`src/rtl/muldiv_unit.sv`:
```
// Multi-cycle MIPS multiply/divide unit holding the architectural HI/LO registers.
// Radix-2 shift-add multiply and restoring divide, one bit per clock.
`timescale 1ns/1ps
module muldiv_unit #(
    parameter int NB_DATA    = 32,
    parameter int NB_CONTROL = 6
) (
    input  logic                  i_clk,
    input  logic                  i_rst,
    input  logic                  i_start,
    input  logic [NB_CONTROL-1:0] i_op,
    input  logic [NB_DATA-1:0]    i_operand_a,
    input  logic [NB_DATA-1:0]    i_operand_b,
    output logic                  o_busy,
    output logic                  o_done,
    output logic                  o_div_by_zero,
    output logic [NB_DATA-1:0]    o_hi,
    output logic [NB_DATA-1:0]    o_lo
);

    localparam int ACC_W = 2 * NB_DATA + 1;
    localparam int CNT_W = $clog2(NB_DATA + 1);

    localparam logic [NB_CONTROL-1:0] OP_MULT  = NB_CONTROL'(6'b011000);
    localparam logic [NB_CONTROL-1:0] OP_MULTU = NB_CONTROL'(6'b011001);
    localparam logic [NB_CONTROL-1:0] OP_DIV   = NB_CONTROL'(6'b011010);
    localparam logic [NB_CONTROL-1:0] OP_DIVU  = NB_CONTROL'(6'b011011);
    localparam logic [NB_CONTROL-1:0] OP_MTHI  = NB_CONTROL'(6'b010001);
    localparam logic [NB_CONTROL-1:0] OP_MTLO  = NB_CONTROL'(6'b010011);

    typedef enum logic {IDLE = 1'b0, RUN = 1'b1} state_t;

    state_t               state_r;
    logic                 busy_r, done_r, dbz_r;
    logic                 is_div_r, zero_r, neg_res_r, neg_rem_r;
    logic [NB_DATA-1:0]   hi_r, lo_r, opnd_r;
    logic [ACC_W-1:0]     acc_r;
    logic [CNT_W-1:0]     cnt_r;

    logic                 op_valid_s, op_signed_s, op_is_div_s;
    logic [NB_DATA-1:0]   abs_a_s, abs_b_s;
    logic [NB_DATA:0]     mul_sum_s, rem_shift_s;
    logic [NB_DATA+1:0]   div_diff_s;
    logic [ACC_W-1:0]     mul_next_s, div_next_s, step_s;
    logic [2*NB_DATA-1:0] prod_s;
    logic [NB_DATA-1:0]   quot_s, rem_s;

    function automatic logic is_valid_op(input logic [NB_CONTROL-1:0] op);
        case (op)
            OP_MULT, OP_MULTU, OP_DIV, OP_DIVU, OP_MTHI, OP_MTLO: return 1'b1;
            default:                                              return 1'b0;
        endcase
    endfunction

    function automatic logic [NB_DATA-1:0] magnitude(input logic [NB_DATA-1:0] v,
                                                     input logic             take_abs);
        return (take_abs && v[NB_DATA-1]) ? (~v + NB_DATA'(1)) : v;
    endfunction

    // Operand decode and sign stripping at acceptance.
    always_comb begin
        op_valid_s  = is_valid_op(i_op);
        op_signed_s = (i_op == OP_MULT) || (i_op == OP_DIV);
        op_is_div_s = (i_op == OP_DIV) || (i_op == OP_DIVU);
        abs_a_s     = magnitude(i_operand_a, op_signed_s);
        abs_b_s     = magnitude(i_operand_b, op_signed_s);
    end

    // One iteration step: acc = {partial sum/remainder (N+1), multiplier/quotient (N)}.
    always_comb begin
        mul_sum_s   = acc_r[ACC_W-1:NB_DATA] + (acc_r[0] ? {1'b0, opnd_r} : {(NB_DATA+1){1'b0}});
        mul_next_s  = {1'b0, mul_sum_s, acc_r[NB_DATA-1:1]};
        rem_shift_s = acc_r[2*NB_DATA-1:NB_DATA-1];
        div_diff_s  = {1'b0, rem_shift_s} - {2'b00, opnd_r};
        div_next_s  = div_diff_s[NB_DATA+1] ? {rem_shift_s, acc_r[NB_DATA-2:0], 1'b0}
                                            : {div_diff_s[NB_DATA:0], acc_r[NB_DATA-2:0], 1'b1};
        step_s      = is_div_r ? div_next_s : mul_next_s;
    end

    // Sign correction of the final step's result (|MIN|/1 naturally wraps back to MIN).
    always_comb begin
        prod_s = neg_res_r ? (~mul_next_s[2*NB_DATA-1:0] + (2*NB_DATA)'(1))
                           : mul_next_s[2*NB_DATA-1:0];
        quot_s = neg_res_r ? (~div_next_s[NB_DATA-1:0] + NB_DATA'(1))
                           : div_next_s[NB_DATA-1:0];
        rem_s  = neg_rem_r ? (~div_next_s[2*NB_DATA-1:NB_DATA] + NB_DATA'(1))
                           : div_next_s[2*NB_DATA-1:NB_DATA];
    end

    // Control FSM, iteration datapath and HI/LO architectural state.
    always_ff @(posedge i_clk or posedge i_rst) begin
        if (i_rst) begin
            state_r   <= IDLE;
            busy_r    <= 1'b0;
            done_r    <= 1'b0;
            dbz_r     <= 1'b0;
            is_div_r  <= 1'b0;
            zero_r    <= 1'b0;
            neg_res_r <= 1'b0;
            neg_rem_r <= 1'b0;
            hi_r      <= '0;
            lo_r      <= '0;
            opnd_r    <= '0;
            acc_r     <= '0;
            cnt_r     <= '0;
        end else begin
            done_r <= 1'b0;
            case (state_r)
                IDLE: begin
                    if (i_start && op_valid_s) begin
                        dbz_r <= 1'b0;
                        case (i_op)
                            OP_MTHI: hi_r <= i_operand_a;
                            OP_MTLO: lo_r <= i_operand_a;
                            default: begin
                                state_r   <= RUN;
                                busy_r    <= 1'b1;
                                is_div_r  <= op_is_div_s;
                                zero_r    <= op_is_div_s && (i_operand_b == '0);
                                neg_res_r <= op_signed_s && (i_operand_a[NB_DATA-1] ^ i_operand_b[NB_DATA-1]);
                                neg_rem_r <= op_signed_s && i_operand_a[NB_DATA-1];
                                opnd_r    <= abs_b_s;
                                acc_r     <= {{(NB_DATA+1){1'b0}}, abs_a_s};
                                cnt_r     <= CNT_W'(NB_DATA);
                            end
                        endcase
                    end
                end
                RUN: begin
                    if (zero_r) begin
                        zero_r  <= 1'b0;
                        dbz_r   <= 1'b1;
                        done_r  <= 1'b1;
                        busy_r  <= 1'b0;
                        state_r <= IDLE;
                    end else begin
                        acc_r <= step_s;
                        cnt_r <= cnt_r - CNT_W'(1);
                        if (cnt_r == CNT_W'(1)) begin
                            if (is_div_r) begin
                                hi_r <= rem_s;
                                lo_r <= quot_s;
                            end else begin
                                {hi_r, lo_r} <= prod_s;
                            end
                            done_r  <= 1'b1;
                            busy_r  <= 1'b0;
                            state_r <= IDLE;
                        end
                    end
                end
                default: begin
                    state_r <= IDLE;
                    busy_r  <= 1'b0;
                end
            endcase
        end
    end

    assign o_busy        = busy_r;
    assign o_done        = done_r;
    assign o_div_by_zero = dbz_r;
    assign o_hi          = hi_r;
    assign o_lo          = lo_r;

endmodule

```
`config.mk`:
```
export PLATFORM = sky130hd
export DESIGN_NAME = muldiv_unit
export DESIGN_NICKNAME = d
export VERILOG_FILES = /design/src/rtl/muldiv_unit.sv
export SDC_FILE = /design/constraint.sdc
export NUM_CORES = 1
export LEC_CHECK = 0
export CAP_MARGIN = 20
export CORE_ASPECT_RATIO = 1.25
export CORE_UTILIZATION = 32
export CTS_CLUSTER_SIZE = 20
export DETAILED_ROUTE_END_ITERATION = 8
export HOLD_SLACK_MARGIN = 0.08
export PLACE_DENSITY = 0.49
export SLEW_MARGIN = 20
export SYNTH_ARGS = -nofsm -noshare
export SYNTH_HDL_FRONTEND = slang
export SYNTH_SLANG_ARGS = --single-unit
```
`constraint.sdc`:
```
create_clock -name i_clk -period 6.6 [get_ports i_clk]
set_input_delay 0.99 -clock i_clk [delete_from_list [all_inputs] [get_ports i_clk]]
set_output_delay 0.99 -clock i_clk [all_outputs]
set_load 0.05 [all_outputs]
```
==> results.tsv <==
metric	value	unit
status	finished clean	
synth_top_cell_area_share	25.6	%
synth_edf_count	0	
startpoint_type	register	
drc	0	
finalSetupTns	0	ns
via_count	16973	
grt_pass1_wl	98600	um
dieWidth	209	um
end_kind	register	
drive_gt1_share	4.49	%
fillerInstances	5577	
dp_cells	2981	
antenna-diode-count	0	
netlist_top_cells_count	nand2_1 (322), o21ai_0 (288), nor2_1 (199)	
dp_hpwl	49400	um
avgViaCountPerCell	5.64	
grt_overflow	0	
setup_ws	0.834	ns
maxSlewViolCount	0	
p_seq_share	20.1	%
synth.net_count	2458	
path_class	reg2reg	
cts_buffers	17	
ys.warnings.count	0	
hold_depth	2	
clk_pin_slew	0.08	ns
ys_async_sr_fraction	100	%
final_cell_area	19600	um2
power-per-cell-area	543	nW/um2
drt_iter0_drc	1179	
cp_top_family	simple AND/OR/NAND/NOR gates	
r2r_slack	0.83	ns
fmax	173	MHz
grt_usage	23.4	%
syn_area_per_cell	7.40	um2
std_cell_rows	94	
ioPinCount	140	
post_dp_cell_area	18900	um2
synthDistinctLibCells	80	
synth_area_leader_cell	dfrtp_1	
die_h	261	um
min_period	5.77	ns
dp_slack	0.883	ns
setup_viol	0	
combPwrFrac	68.9	%
drtAntennaViolNets	0	
syn_area	17100	um2
reg2regPathDepth	18	
grt_pass1_vias	16411	
crit_chain	ha_1, a21oi_1, o21ai_0, a2111oi_0, o21ai_1, or2_1, o21ai_0, ha_1, inv_1, or4_1, nor3_1, a41oi_1, or3_1, or2_1, or3_1, nor4_1, a41oi_1, a221o_1	
cts_setup_buffers	0	
ir_worst_vdd	0.223	mV
hold_viol_final	0	
switchingPower	5.84	mW
die-area	54400	um2
arrival	6.14	ns
core_area	52700	um2
cts_max_path_buffers	2	
routed_wl	64000	um
clkPwrFrac	11.0	%
firstDrtPassIters	6	
cts-root-buf	clkbuf_16	
cap_violations	0	
rsz0062_at_grt	no	
synth-seq-cells	175	
required	6.97	ns
power	10.6	mW
utilization	37.1	%
yosys.cell_count.top_type	nand2_1	
ctsHoldBuffers	0	
relSlewSlack	29.2	%
grt_max_degree	97	
crit_buf_inv	1	
worst_pin_slew	1.06	ns
synthTopCellsByArea	dfrtp_1 (26%), o21ai_0 (8.4%), nand2_1 (7.1%), xnor2_1 (6.3%), ha_1 (5.2%)	
final_cells	3012	
finalCritPeriodShare	87.4	%
synthCells	2312	
io_buffers	139	
clk_latency	0.48	ns
cts_tree	built	
netSwitchingFraction	55.1	%
worst-path-max-fanout	7	
p_leak	7.76	nW
skew	0.0109	ns
internal_power	4.77	mW
crit_slowest_cell	or4_1	
h-tree-depth	4	
synth-seq-area-share	25.6	%
antenna_found_initial	0	
hp-class	reg2reg	
worstHoldStart	opnd_r[12]	
r2r-start	acc_r[47]	
post_cts_resized	0	
start_util	32.5	%
r2r-end	o_hi[26]	
cts_num_sinks	175	
syn2layout_area_growth	14.2	%
crit_path_max_incr_delay	0.54	ns
hold_ws	0.480	ns
gp_congestion	0.989	
hold_end	opnd_r[12]	
synth_flop_cell	dfrtp_1	
nets	2474	
wl_per_cell	21.2	um
routing by layer:
layer,global-route usage [%],share of wire (%),vias up
li1,-,-,8274
met5,0,0,-
met1,29.7,44,8142
met2,41.1,49,472
met3,1.97,3.5,85
met4,8.93,3.0,0
worst reg2reg max path, cell delays in order (launching register included):
cell and delay [ns]:
dfrtp_1 0.46, ha_1 0.40, a21oi_1 0.28, o21ai_0 0.18, a2111oi_0 0.44, o21ai_1 0.24
or2_1 0.34, o21ai_0 0.34, ha_1 0.25, inv_1 0.08, or4_1 0.54, nor3_1 0.15
a41oi_1 0.12, or3_1 0.41, or2_1 0.30, or3_1 0.44, nor4_1 0.27, a41oi_1 0.08
a221o_1 0.34
worst max path at each step:
stage	depth (start not counted)	start	end
floorplan	1	i_rst	acc_r[0]
global placement	15	acc_r[31]	o_hi[31]
detailed placement	18	acc_r[47]	o_hi[26]
CTS	18	acc_r[47]	o_hi[26]
global route	18	acc_r[47]	o_hi[26]
finish	18	acc_r[47]	o_hi[26]
layout by cell type, fill, tap and decap left out, types with 8 or more instances in the layout:
cell / count
nand3_1: 43
nand2_1: 322
mux2i_1: 68
xnor2_1: 123
a211oi_1: 22
xor2_1: 99
a21o_1: 29
clkdlybuf4s50_1: 139
o21a_1: 8
o21ai_0: 287
or3_1: 27
nor2b_1: 9
o21bai_1: 8
o31ai_1: 44
nor2_1: 196
dfrtp_1: 172
o211ai_1: 32
a21oi_1: 159
a31oi_1: 33
ha_1: 71
and3_1: 18
clkbuf_16: 17
nand4_1: 23
and2_1: 19
buf_4: 26
a22o_1: 8
o221ai_1: 8
nor3_1: 38
nand2b_1: 22
or4_1: 15
nor4_1: 19
inv_1: 66
o41ai_1: 17
layout make-up:
class	count	area [um2]	share of cell area, %
multi-input combinational	1899	11800	60.4
sequential	175	4390	22.4
timing repair buffer	166	1610	8.22
tap	672	841	4.30
clock buffer	21	450	2.30
inverter	69	267	1.36
clock inverter	10	186	0.953
power by group through the flow:
stage                     clock network, mW  registers [mW]  logic, mW
after global routing                   1.22            2.20       7.97
final                                  1.17            2.13       7.31
after floorplan                           0            2.27       4.93
after CTS                              1.19            2.12       7.26
after detailed placement                  0            2.14       7.23
after global placement                    0            2.13       7.20
registers in the layout, summed over array words and instances, names as in the netlist, 6 cells and up:
| register | count |
|---|---|
| acc_r | 65 |
| cnt_r | 6 |
| o_hi | 32 |
| o_lo | 32 |
| opnd_r | 32 |
cell families after synthesis:
group	synth area share (%)
simple gates	22.0
compound gates	25.6
buf+inv	5.51
xor+xnor	11.4
flops	25.6
mux	4.57
fa+ha+maj	5.42
No activity file was read; power rests on OpenSTA's default activity.
